===== config.mk =====
export PLATFORM = sky130hd
export DESIGN_NAME = wii_nunchuk_reader
export DESIGN_NICKNAME = d
export VERILOG_FILES = /design/src/rtl/wii_nunchuk_reader.sv
export SDC_FILE = /design/constraint.sdc
export NUM_CORES = 1
export LEC_CHECK = 0
export ABC_AREA = 0
export CAP_MARGIN = 30
export CORE_MARGIN = 10
export CORE_UTILIZATION = 27
export CTS_CLUSTER_DIAMETER = 50
export CTS_CLUSTER_SIZE = 12
export DETAILED_ROUTE_END_ITERATION = 6
export PLACE_DENSITY_LB_ADDON = 0.3
export SLEW_MARGIN = 20
export SYNTH_ARGS = -nofsm -noshare
export SYNTH_HDL_FRONTEND = slang
export SYNTH_SLANG_ARGS = --single-unit

===== constraint.sdc =====
create_clock -name clock -period 2.3 [get_ports clock]
set_input_delay 0.23 -clock clock [delete_from_list [all_inputs] [get_ports clock]]
set_output_delay 0.23 -clock clock [all_outputs]
set_load 0.05 [all_outputs]

===== src/rtl/wii_nunchuk_reader.sv =====
// -----------------------------------------------------------------------------
// wii_nunchuk_reader
//   I2C master that initialises a Wii Nunchuk, then polls it forever:
//     INIT0 (F0<-55) -> INIT1 (FB<-00) -> { PTR (00) -> READ 6 bytes }
//   with CONV_CYCLES after each write and POLL_CYCLES after each read.
//   SCL/SDA are open-drain: an *_oe of 1 pulls the pad low, 0 releases it.
//   Each bit is four quarters of QTR clocks: q0 SCL low (SDA changes),
//   q1 SCL released, q2 SCL high (sda_in sampled on its last cycle),
//   q3 SCL pulled low. Clock stretching is not supported.
//
// Optional feature (macro WII_ACK_CHECK_EN):
//   defined   - an address/data NACK on a write, or an address NACK on a
//               read, ends the transaction with STOP, sets nack_err (sticky),
//               suppresses the wii_data update and restarts at INIT0 after
//               POLL_CYCLES.
//   undefined - ACK samples are ignored; nack_err is tied low.
//
// Ports:
//   clock      in   system clock (100 MHz pixel clock)
//   reset      in   synchronous, active-high
//   sda_in     in   sampled SDA pad level
//   scl_oe     out  1 = pull SCL low
//   sda_oe     out  1 = pull SDA low
//   wii_data   out  last complete sample, byte0 at [47:40] .. byte5 at [7:0]
//   data_valid out  one-cycle pulse when wii_data is loaded
//   busy       out  high from START through STOP
//   nack_err   out  sticky NACK flag
// -----------------------------------------------------------------------------
module wii_nunchuk_reader #(
  parameter int unsigned CLK_FREQ       = 100_000_000,
  parameter int unsigned I2C_FREQ       = 100_000,
  parameter logic [6:0]  DEV_ADDR       = 7'h52,
  parameter int unsigned STARTUP_CYCLES = 10_000_000,
  parameter int unsigned CONV_CYCLES    = 100_000,
  parameter int unsigned POLL_CYCLES    = 1_000_000
) (
  input  logic        clock,
  input  logic        reset,
  input  logic        sda_in,
  output logic        scl_oe,
  output logic        sda_oe,
  output logic [47:0] wii_data,
  output logic        data_valid,
  output logic        busy,
  output logic        nack_err
);

  localparam int unsigned QTR = CLK_FREQ / (4 * I2C_FREQ);
  localparam int unsigned TW  = (QTR > 1) ? $clog2(QTR) : 1;

  typedef enum logic [2:0] {
    ST_IDLE, ST_START, ST_TX_BYTE, ST_RX_ACK,
    ST_RX_BYTE, ST_TX_ACK, ST_STOP, ST_WAIT
  } state_t;

  typedef enum logic [1:0] {SEQ_INIT0, SEQ_INIT1, SEQ_PTR, SEQ_READ} step_t;

  state_t        state, state_next;
  step_t         step;
  logic [TW-1:0] tick;
  logic [1:0]    quarter;
  logic [2:0]    bit_cnt;
  logic [2:0]    byte_cnt;    // write: byte index; read: 1..6 for data bytes
  logic [31:0]   wait_cnt;
  logic [31:0]   wait_len;
  logic          long_wait;   // next WAIT uses POLL_CYCLES instead of CONV_CYCLES
  logic [47:0]   shadow;
  logic [7:0]    tx_byte;
  logic          q_end, sample, bit_end, last_tx, scl_low_q;
  logic          nack_hit, txn_err;

  assign q_end     = (tick == TW'(QTR - 1));
  assign sample    = q_end && (quarter == 2'd2);
  assign bit_end   = q_end && (quarter == 2'd3);
  assign scl_low_q = (quarter == 2'd0) || (quarter == 2'd3);
  assign last_tx   = (step == SEQ_PTR) ? (byte_cnt == 3'd1) : (byte_cnt == 3'd2);
  assign wait_len  = long_wait ? POLL_CYCLES : CONV_CYCLES;

  // Byte to transmit for the current sequencer step and byte index.
  always_comb begin
    tx_byte = {DEV_ADDR, 1'b0};
    case (step)
      SEQ_INIT0: if (byte_cnt == 3'd1) tx_byte = 8'hF0;
                 else if (byte_cnt == 3'd2) tx_byte = 8'h55;
      SEQ_INIT1: if (byte_cnt == 3'd1) tx_byte = 8'hFB;
                 else if (byte_cnt == 3'd2) tx_byte = 8'h00;
      SEQ_PTR:   if (byte_cnt == 3'd1) tx_byte = 8'h00;
      default:   tx_byte = {DEV_ADDR, 1'b1};
    endcase
  end

`ifdef WII_ACK_CHECK_EN
  logic ack_bit;

  always_ff @(posedge clock) begin
    if (reset) begin
      ack_bit  <= 1'b0;
      txn_err  <= 1'b0;
      nack_err <= 1'b0;
    end else begin
      if (state == ST_RX_ACK && sample) ack_bit <= sda_in;
      if (state == ST_RX_ACK && bit_end && ack_bit) begin
        txn_err  <= 1'b1;
        nack_err <= 1'b1;
      end else if (state == ST_STOP && bit_end) begin
        txn_err <= 1'b0;
      end
    end
  end

  assign nack_hit = ack_bit;
`else
  assign nack_hit = 1'b0;
  assign txn_err  = 1'b0;
  assign nack_err = 1'b0;
`endif

  // State register.
  // NOTE: sequential state uses non-blocking assignments so every register
  // sees pre-edge values of the others, independent of process order.
  always_ff @(posedge clock) begin
    if (reset) state <= ST_IDLE;
    else       state <= state_next;
  end

  // Next-state logic.
  // NOTE: the default assignment on entry keeps this purely combinational;
  // a path that leaves state_next unassigned would infer a latch.
  always_comb begin
    state_next = state;
    case (state)
      ST_IDLE:    if (wait_cnt == STARTUP_CYCLES - 1) state_next = ST_START;
      ST_START:   if (bit_end) state_next = ST_TX_BYTE;
      ST_TX_BYTE: if (bit_end && bit_cnt == 3'd7) state_next = ST_RX_ACK;
      ST_RX_ACK:
        if (bit_end) begin
          if (nack_hit || (step != SEQ_READ && last_tx)) state_next = ST_STOP;
          else if (step == SEQ_READ)                     state_next = ST_RX_BYTE;
          else                                           state_next = ST_TX_BYTE;
        end
      ST_RX_BYTE: if (bit_end && bit_cnt == 3'd7) state_next = ST_TX_ACK;
      ST_TX_ACK:  if (bit_end) state_next = (byte_cnt == 3'd6) ? ST_STOP : ST_RX_BYTE;
      ST_STOP:    if (bit_end) state_next = ST_WAIT;
      ST_WAIT:    if (wait_cnt == wait_len - 1) state_next = ST_START;
      default:    state_next = ST_IDLE;
    endcase
  end

  // Pad drive and busy, decoded from state and quarter.
  always_comb begin
    scl_oe = 1'b0;
    sda_oe = 1'b0;
    busy   = (state != ST_IDLE) && (state != ST_WAIT);
    case (state)
      ST_START: begin
        sda_oe = quarter[1];               // falls while SCL is high
        scl_oe = (quarter == 2'd3);
      end
      ST_TX_BYTE: begin
        scl_oe = scl_low_q;
        sda_oe = ~tx_byte[3'd7 - bit_cnt];
      end
      ST_RX_ACK, ST_RX_BYTE: scl_oe = scl_low_q;
      ST_TX_ACK: begin
        scl_oe = scl_low_q;
        sda_oe = (byte_cnt != 3'd6);       // NACK the final byte
      end
      ST_STOP: begin
        scl_oe = (quarter == 2'd0);
        sda_oe = ~quarter[1];              // rises while SCL is high
      end
      default: ;
    endcase
  end

  // Timing counters, receive shift register and sequencer.
  always_ff @(posedge clock) begin
    if (reset) begin
      tick       <= '0;
      quarter    <= '0;
      bit_cnt    <= '0;
      byte_cnt   <= '0;
      wait_cnt   <= '0;
      step       <= SEQ_INIT0;
      long_wait  <= 1'b0;
      shadow     <= '0;
      wii_data   <= '0;
      data_valid <= 1'b0;
    end else begin
      data_valid <= 1'b0;

      if (state == ST_IDLE || state == ST_WAIT) begin
        tick     <= '0;
        quarter  <= '0;
        wait_cnt <= wait_cnt + 1'b1;
      end else begin
        wait_cnt <= '0;
        if (q_end) begin
          tick    <= '0;
          quarter <= quarter + 1'b1;
        end else begin
          tick <= tick + 1'b1;
        end
      end

      if ((state == ST_TX_BYTE || state == ST_RX_BYTE) && bit_end)
        bit_cnt <= bit_cnt + 1'b1;

      if (state == ST_START)
        byte_cnt <= '0;
      else if ((state == ST_RX_ACK || state == ST_TX_ACK) && bit_end)
        byte_cnt <= byte_cnt + 1'b1;

      // Six bytes shifted in MSB first leave byte0 in the top octet.
      if (state == ST_RX_BYTE && sample)
        shadow <= {shadow[46:0], sda_in};

      if (state == ST_STOP && bit_end) begin
        if (txn_err) begin
          step      <= SEQ_INIT0;
          long_wait <= 1'b1;
        end else begin
          long_wait <= (step == SEQ_READ);
          case (step)
            SEQ_INIT0: step <= SEQ_INIT1;
            SEQ_INIT1: step <= SEQ_PTR;
            SEQ_PTR:   step <= SEQ_READ;
            default:   step <= SEQ_PTR;
          endcase
          if (step == SEQ_READ) begin
            wii_data   <= shadow;
            data_valid <= 1'b1;
          end
        end
      end
    end
  end

endmodule


* After elaboration in Yosys (flattened, before gate mapping)
Cells that the tools add are included.
** Storage, ports and cells
- Bits in read-only memories :: 0
- Memories :: 0
- Memory bits (writable) :: 0
- Input port bits :: 3
- Bits in latches :: 0
- Bits in registers :: 151
** Operators by class
- Bitwise operators :: 4
- $mul :: 0
- Reduce and logical (&&, ||, !) cells :: 25
- Shifts and indexed selects :: 0
- Eq/ne operators :: 30
- $lt $le $gt $ge :: 1
- Div/mod/pow operators :: 0
- Multiplexer cells :: 26
- Add/subtract/negate cells :: 7
** Operators with widths (count)
- 8-bit 2-to-1 mux :: 5
- 32-bit by 1-bit adder with 32-bit output, second input constant :: 1
- 32-bit by 24-bit equality test with 1-bit output, second input constant :: 1
- 32-bit equality test :: 1
- 3-bit 2-to-1 mux :: 10
- 3-bit case mux with 8 select lines :: 1
- 8-bit case mux with 3 select lines :: 1
- 20-bit by 1-bit subtractor with 21-bit output, second input constant :: 1
- 20-bit 2-to-1 mux :: 1
- 3-bit equality test, second input constant :: 6
- 2-bit != test, second input constant :: 9
- 3-bit by 2-bit equality test with 1-bit output, second input constant :: 3
- 1-bit logical AND :: 9
- 8-bit by 1-bit adder with 8-bit output, second input constant :: 1
- 2-bit equality test, second input constant :: 4
- 8-bit equality test, second input constant :: 1
- 8-bit AND reduction :: 1
- 2-bit OR reduction :: 4
- 3-bit by 1-bit adder with 3-bit output, second input constant :: 2
- 3-bit by 1-bit equality test with 1-bit output, second input constant :: 2
- 3-bit != test, second input constant :: 2
- 2-bit logical NOT :: 2
- 1-bit logical OR :: 4
- 3-bit by 4-bit < comparator with 1-bit output, second input constant :: 1
- other kinds (15) :: 20

* Logic depth before layout (Yosys ltp)
Gate-level depths: netlist of the first run.
- Depth in word-level cells :: 8
- Mapped depth :: 10
- Gate-level depth less buffers :: 7

* Least setup slack after synthesis of the first run
OpenSTA, ideal clock, no wires.
- Path kind :: register to output
- Start point :: reg byte_cnt[1]
- End point :: out sda_oe
- Data required time :: 2.070 ns
- Path slack :: 0.129 ns
- Buffers on the path :: 0
- Stages on the path, launching flop included :: 8
- Data arrival time :: 1.941 ns
- Cell sequence :: dfxtp_1 > inv_1 > ha_1 > or4b_2 > a21oi_1 > a211oi_1 > nor3_1 > a21o_1
** Between the ends
- Cells in the longest elaborated chain, start to end :: 8
- Elaborated cells on any way between the ends :: 13
- Those cells by class :: eq/ne: 3; mux: 9; bitwise: 1
** RTL lines
- start, declared :: line 63 : logic [2:0] byte_cnt;
- start signal, assigned :: line 212 : byte_cnt <= byte_cnt + 1'b1;
- 3-bit by 2-bit equality test with 1-bit output :: line 84, 86
- 8-bit 2-to-1 mux, on equally long branches :: line 84, 86
- 8-bit 2-to-1 mux, on equally long branches :: line 83, 85
- 8-bit case mux with 3 select lines :: line 82 : case (step)
- 1-bit binary-select mux with 3-bit select :: line 161 : sda_oe = ~tx_byte[3'd7 - bit_cnt];
- 1-bit 2-to-1 mux (not written as such) :: line 161
- 1-bit inverter :: line 161
- 1-bit case mux with 4 select lines (*) :: line 154 : case (state)
- end, declared :: line 41 : output logic sda_oe,
Mark *: on every way between the ends. The rest lies on a longest branch, timed or not. The select of a mux whose other input is x is not followed.

* Worst setup path after layout of the first run
Same ends and word-level chain as after synthesis.

==> results of run 1 <==
-- worst max-delay path, delay by kind of cell, from the launching register on --
kind,cells,cell delay [ns]
fa+ha+maj,1,0.16
compound gates,4,0.64
buf+inv,2,0.20
simple gates,1,0.46
flops,1,0.34
-- cell type report --
class	instances	area, um2	share of cell area, %
clock buffers	19	453	5.90
clock inverters	13	125	1.63
inverters	10	40.0	0.522
multi-input cells	555	2960	38.6
flip-flops and latches	151	3030	39.5
well taps	285	357	4.65
repair buffers	67	707	9.21
-- power by group through the flow --
| stage | combinational (uW) | sequential, uW | clock, uW |
|---|---|---|---|
| final | 411 | 2700 | 2730 |
| after global routing | 460 | 2710 | 2920 |
| after global placement | 417 | 2760 | 0 |
| after floorplan | 327 | 2730 | 0 |
| after detailed placement | 415 | 2760 | 0 |
| after CTS | 416 | 2700 | 2800 |
-- kinds of logic after synthesis --
kind of cell	count (synthesis)
buffers and inverters	56
multiplexers	10
AND/OR/NAND/NOR	368
other	1
XOR/XNOR	34
flip-flops	151
adder cells (fa/ha/maj)	11
AO/OA/AOI/OAI	131
-- per-layer routing --
metal / up-vias / GRT usage [%]
met5: - / 0
met4: 0 / 2.87
met3: 10 / 2.66
met2: 83 / 15.3
met1: 2355 / 11.9
li1: 2641 / -
-- what timing repair did --
| item | 4_1_cts | 5_1_grt |
|---|---|---|
| endpoints found under the setup margin | 1 | 1 |
| gates resized for setup | 13 | 3 |
| pin swaps | 6 | 3 |
| setup buffers | 2 | 0 |
-- metrics by stage --
step	util (%)	std cells	instance area [um2]	TNS (ns)	setup slack (ns)
after floorplan	-	762	6210	0	0.129
after global placement	31.0	1066	7020	0	0.146
after detailed placement	31.0	1066	7020	0	0.0970
after CTS	33.8	1100	7660	-0.120	-0.120
after global routing	33.9	1100	7670	-0.224	-0.224
final	33.9	1100	7670	-0.142	-0.142
-- flip-flops by register name, indices dropped and copies added (netlist names) --
name	cells
byte_cnt	3
shadow	48
long_wait	1
data_valid	1
bit_cnt	3
step	2
wii_data	48
state	3
quarter	2
wait_cnt	32
tick	8
-- final timing paths --
| kind | startpoint | endpoint | slack [ns] | cells past startpoint |
|---|---|---|---|---|
| worst max register to register | tick[0]$_SDFF_PP0_ | byte_cnt[2]$_SDFFE_PP0P_ | 0.39 | 6 |
| worst min register to register | wait_cnt[0]$_SDFF_PP0_ | wait_cnt[0]$_SDFF_PP0_ | 0.45 | 1 |
| worst min-delay path | reset | long_wait$_SDFFE_PP0P_ | 0.06 | 2 |
| worst max-delay path | byte_cnt[1]$_SDFFE_PP0P_ | sda_oe | -0.14 | 8 |
-- cell usage in the layout, fill, tap and decap left out, types with 8 or more instances in the layout --
cell type / count
nand2_1: 217
dfxtp_1: 149
a21oi_1: 105
nor2_1: 50
clkdlybuf4s50_1: 50
xnor2_1: 18
nand4_1: 17
clkbuf_16: 17
xor2_1: 16
nand3_1: 15
mux2i_1: 10
buf_4: 10
nor3_1: 9
o21ai_0: 9
nand2b_1: 9
ha_1: 9
inv_1: 8
==> reports/metrics.csv, run 1 <==
stage;metric;value;unit
setup_path;cpMostUsedCell;a21o_1;
hold_path;hold_class;in -> reg;
synthesis;yosysMostFrequentCell;nand2_1;
cts;htree_levels;4;
synthesis;synth_edf_count;0;
final_layout;fin_nets;816;
floorplan;rows;55;
sta;min_period;2.44;ns
setup_path;crit_slowest_cell;or4b_4;
sta;holdWs;0.0553;ns
synthesis;synth_adder_area_share;2.22;%
global_routing;grt_pass1_wl;23300;um
global_routing;overflow;0;
route;routed_wl;13800;um
setup_path;timing.setup.critical_path_class;reg -> out;
cts;clock-sinks;151;
sta;hold_violations;0;
synthesis;syn-num-nets;776;
pwr;p_total;5840;uW
route;drt-wirelength-per-cell;12.6;um
setup_path;arrival;2.21;ns
pwr;switching_share;26.7;%
sta;slew_headroom;64.0;%
final_layout;area.growth.synth_to_final;23.6;%
flow_run;maxCapViolCount;0;
placement;dp_hpwl;8980;um
pwr;power.internal;4280;uW
synthesis;synth_xor_area_share;4.80;%
synthesis;synth_compound_area_share;11.3;%
final_layout;fillers;2364;
pwr;pwr-share-clk;46.7;%
pwr;p_switching;1560;uW
final_layout;drive_above_1_share;8.10;%
setup_path;crit_path_cell_trace;inv_2, ha_4, or4b_4, a21o_1, a21oi_2, o221ai_2, a21o_1, buf_12;
sta;maxSlewViolCount;0;
floorplan;io_pins;56;
setup_path;worst_ep_required_time;2.07;ns
sta;fin_skew;0.00858;ns
synthesis;yosys.cell_types.count;49;
global_routing;grt_pass1_vias;4645;
sta;fin_crit_sh;106;%
setup_path;endpoint_kind;output port;
route;wl_met3;631;um
synthesis;ys_ff_latch;151;
synthesis;yosys.area_share.simple;27.0;%
sta;rsz0062_at_grt;true;
floorplan;die_area;29500;um2
setup_path;startpoint_type;flip-flop;
route;wl_met2;6350;um
synthesis;async_flop_share;0;%
cts;cts_inserted_buffers;17;
cts;clockBufferDepth;2;
global_routing;grtUsageTotal;9.47;%
synthesis;ys.flop_type;dfxtp_1;
route;viasPerCell;4.63;
synthesis;seq_area_frac_synth;48.7;%
placement;portBuffers;54;
route;m1WireLength;6690;um
outcome;violations;negative setup slack;
synthesis;synthCells;762;
synthesis;synthTopCellsByArea;dfxtp_1, nand2_1, a21oi_1, nor2_1, xnor2_1;
pwr;leakagePower;0.00260;uW
synthesis;synth_area_leader_cell;dfxtp_1;
setup_path;cpPeakStageDelay;0.46;ns
outcome;status;complete, but fails checks;
cts;clk_latency;0.42;ns
route;dr.pass1.iters;4;
pwr;ir_drop;0.000480;V
route;drcViolationCount;0;
sta;fmax;410;MHz
final_layout;antenna-diode-count;0;
pwr;pwr-share-comb;7.0;%
synthesis;synth_area;6210;um2
sta;max_slew.worst_pin.slew;0.536;ns
cts;root_buffer;clkbuf_16;
route;top_layer;met4;
route;vias;5089;
pwr;p_seq_share;46.3;%
setup_path;critical_path_peak_fanout;3;
pwr;power.density;761;nW/um2
global_routing;antenna_found_initial;0;
synthesis;synth_mux_area_share;1.61;%
placement;gp_congestion;0.794;
synthesis;synth_common_cells;nand2_1, dfxtp_1, a21oi_1, nor2_1, clkbuf_1;
cts;cts_hold_buffers;0;
synthesis;yosysWarnings;0;
synthesis;syn_area_per_cell;8.15;um2
floorplan;core_area;22600;um2
sta;worst_slack;-0.142;ns
floorplan;die_height;172;um
cts;clk_pin_slew;0.06;ns
floorplan;fp.dieW;172;um
global_routing;grt_max_degree;105;
sta;setup_viol;1;
floorplan;start_util;27.4;%
route;initialDrtViolationCount;405;
synthesis;synth_top_area_share;48.7;%
cts;cts_tree;done;
synthesis;synth_top_family_by_area;simple AND/OR/NAND/NOR gates;
route;ant_nets;0;
(Power assumes the default switching activity.)
==> run 2: changes to the inputs <==
--- a/config.mk
+++ b/config.mk
@@ -6,7 +6,6 @@
 export NUM_CORES = 1
 export LEC_CHECK = 0
 export ABC_AREA = 0
-export CAP_MARGIN = 30
 export CORE_MARGIN = 10
 export CORE_UTILIZATION = 27
 export CTS_CLUSTER_DIAMETER = 50
==> results of run 2 <==
No change in the layout: final DEF, timing and power equal those of run 1.
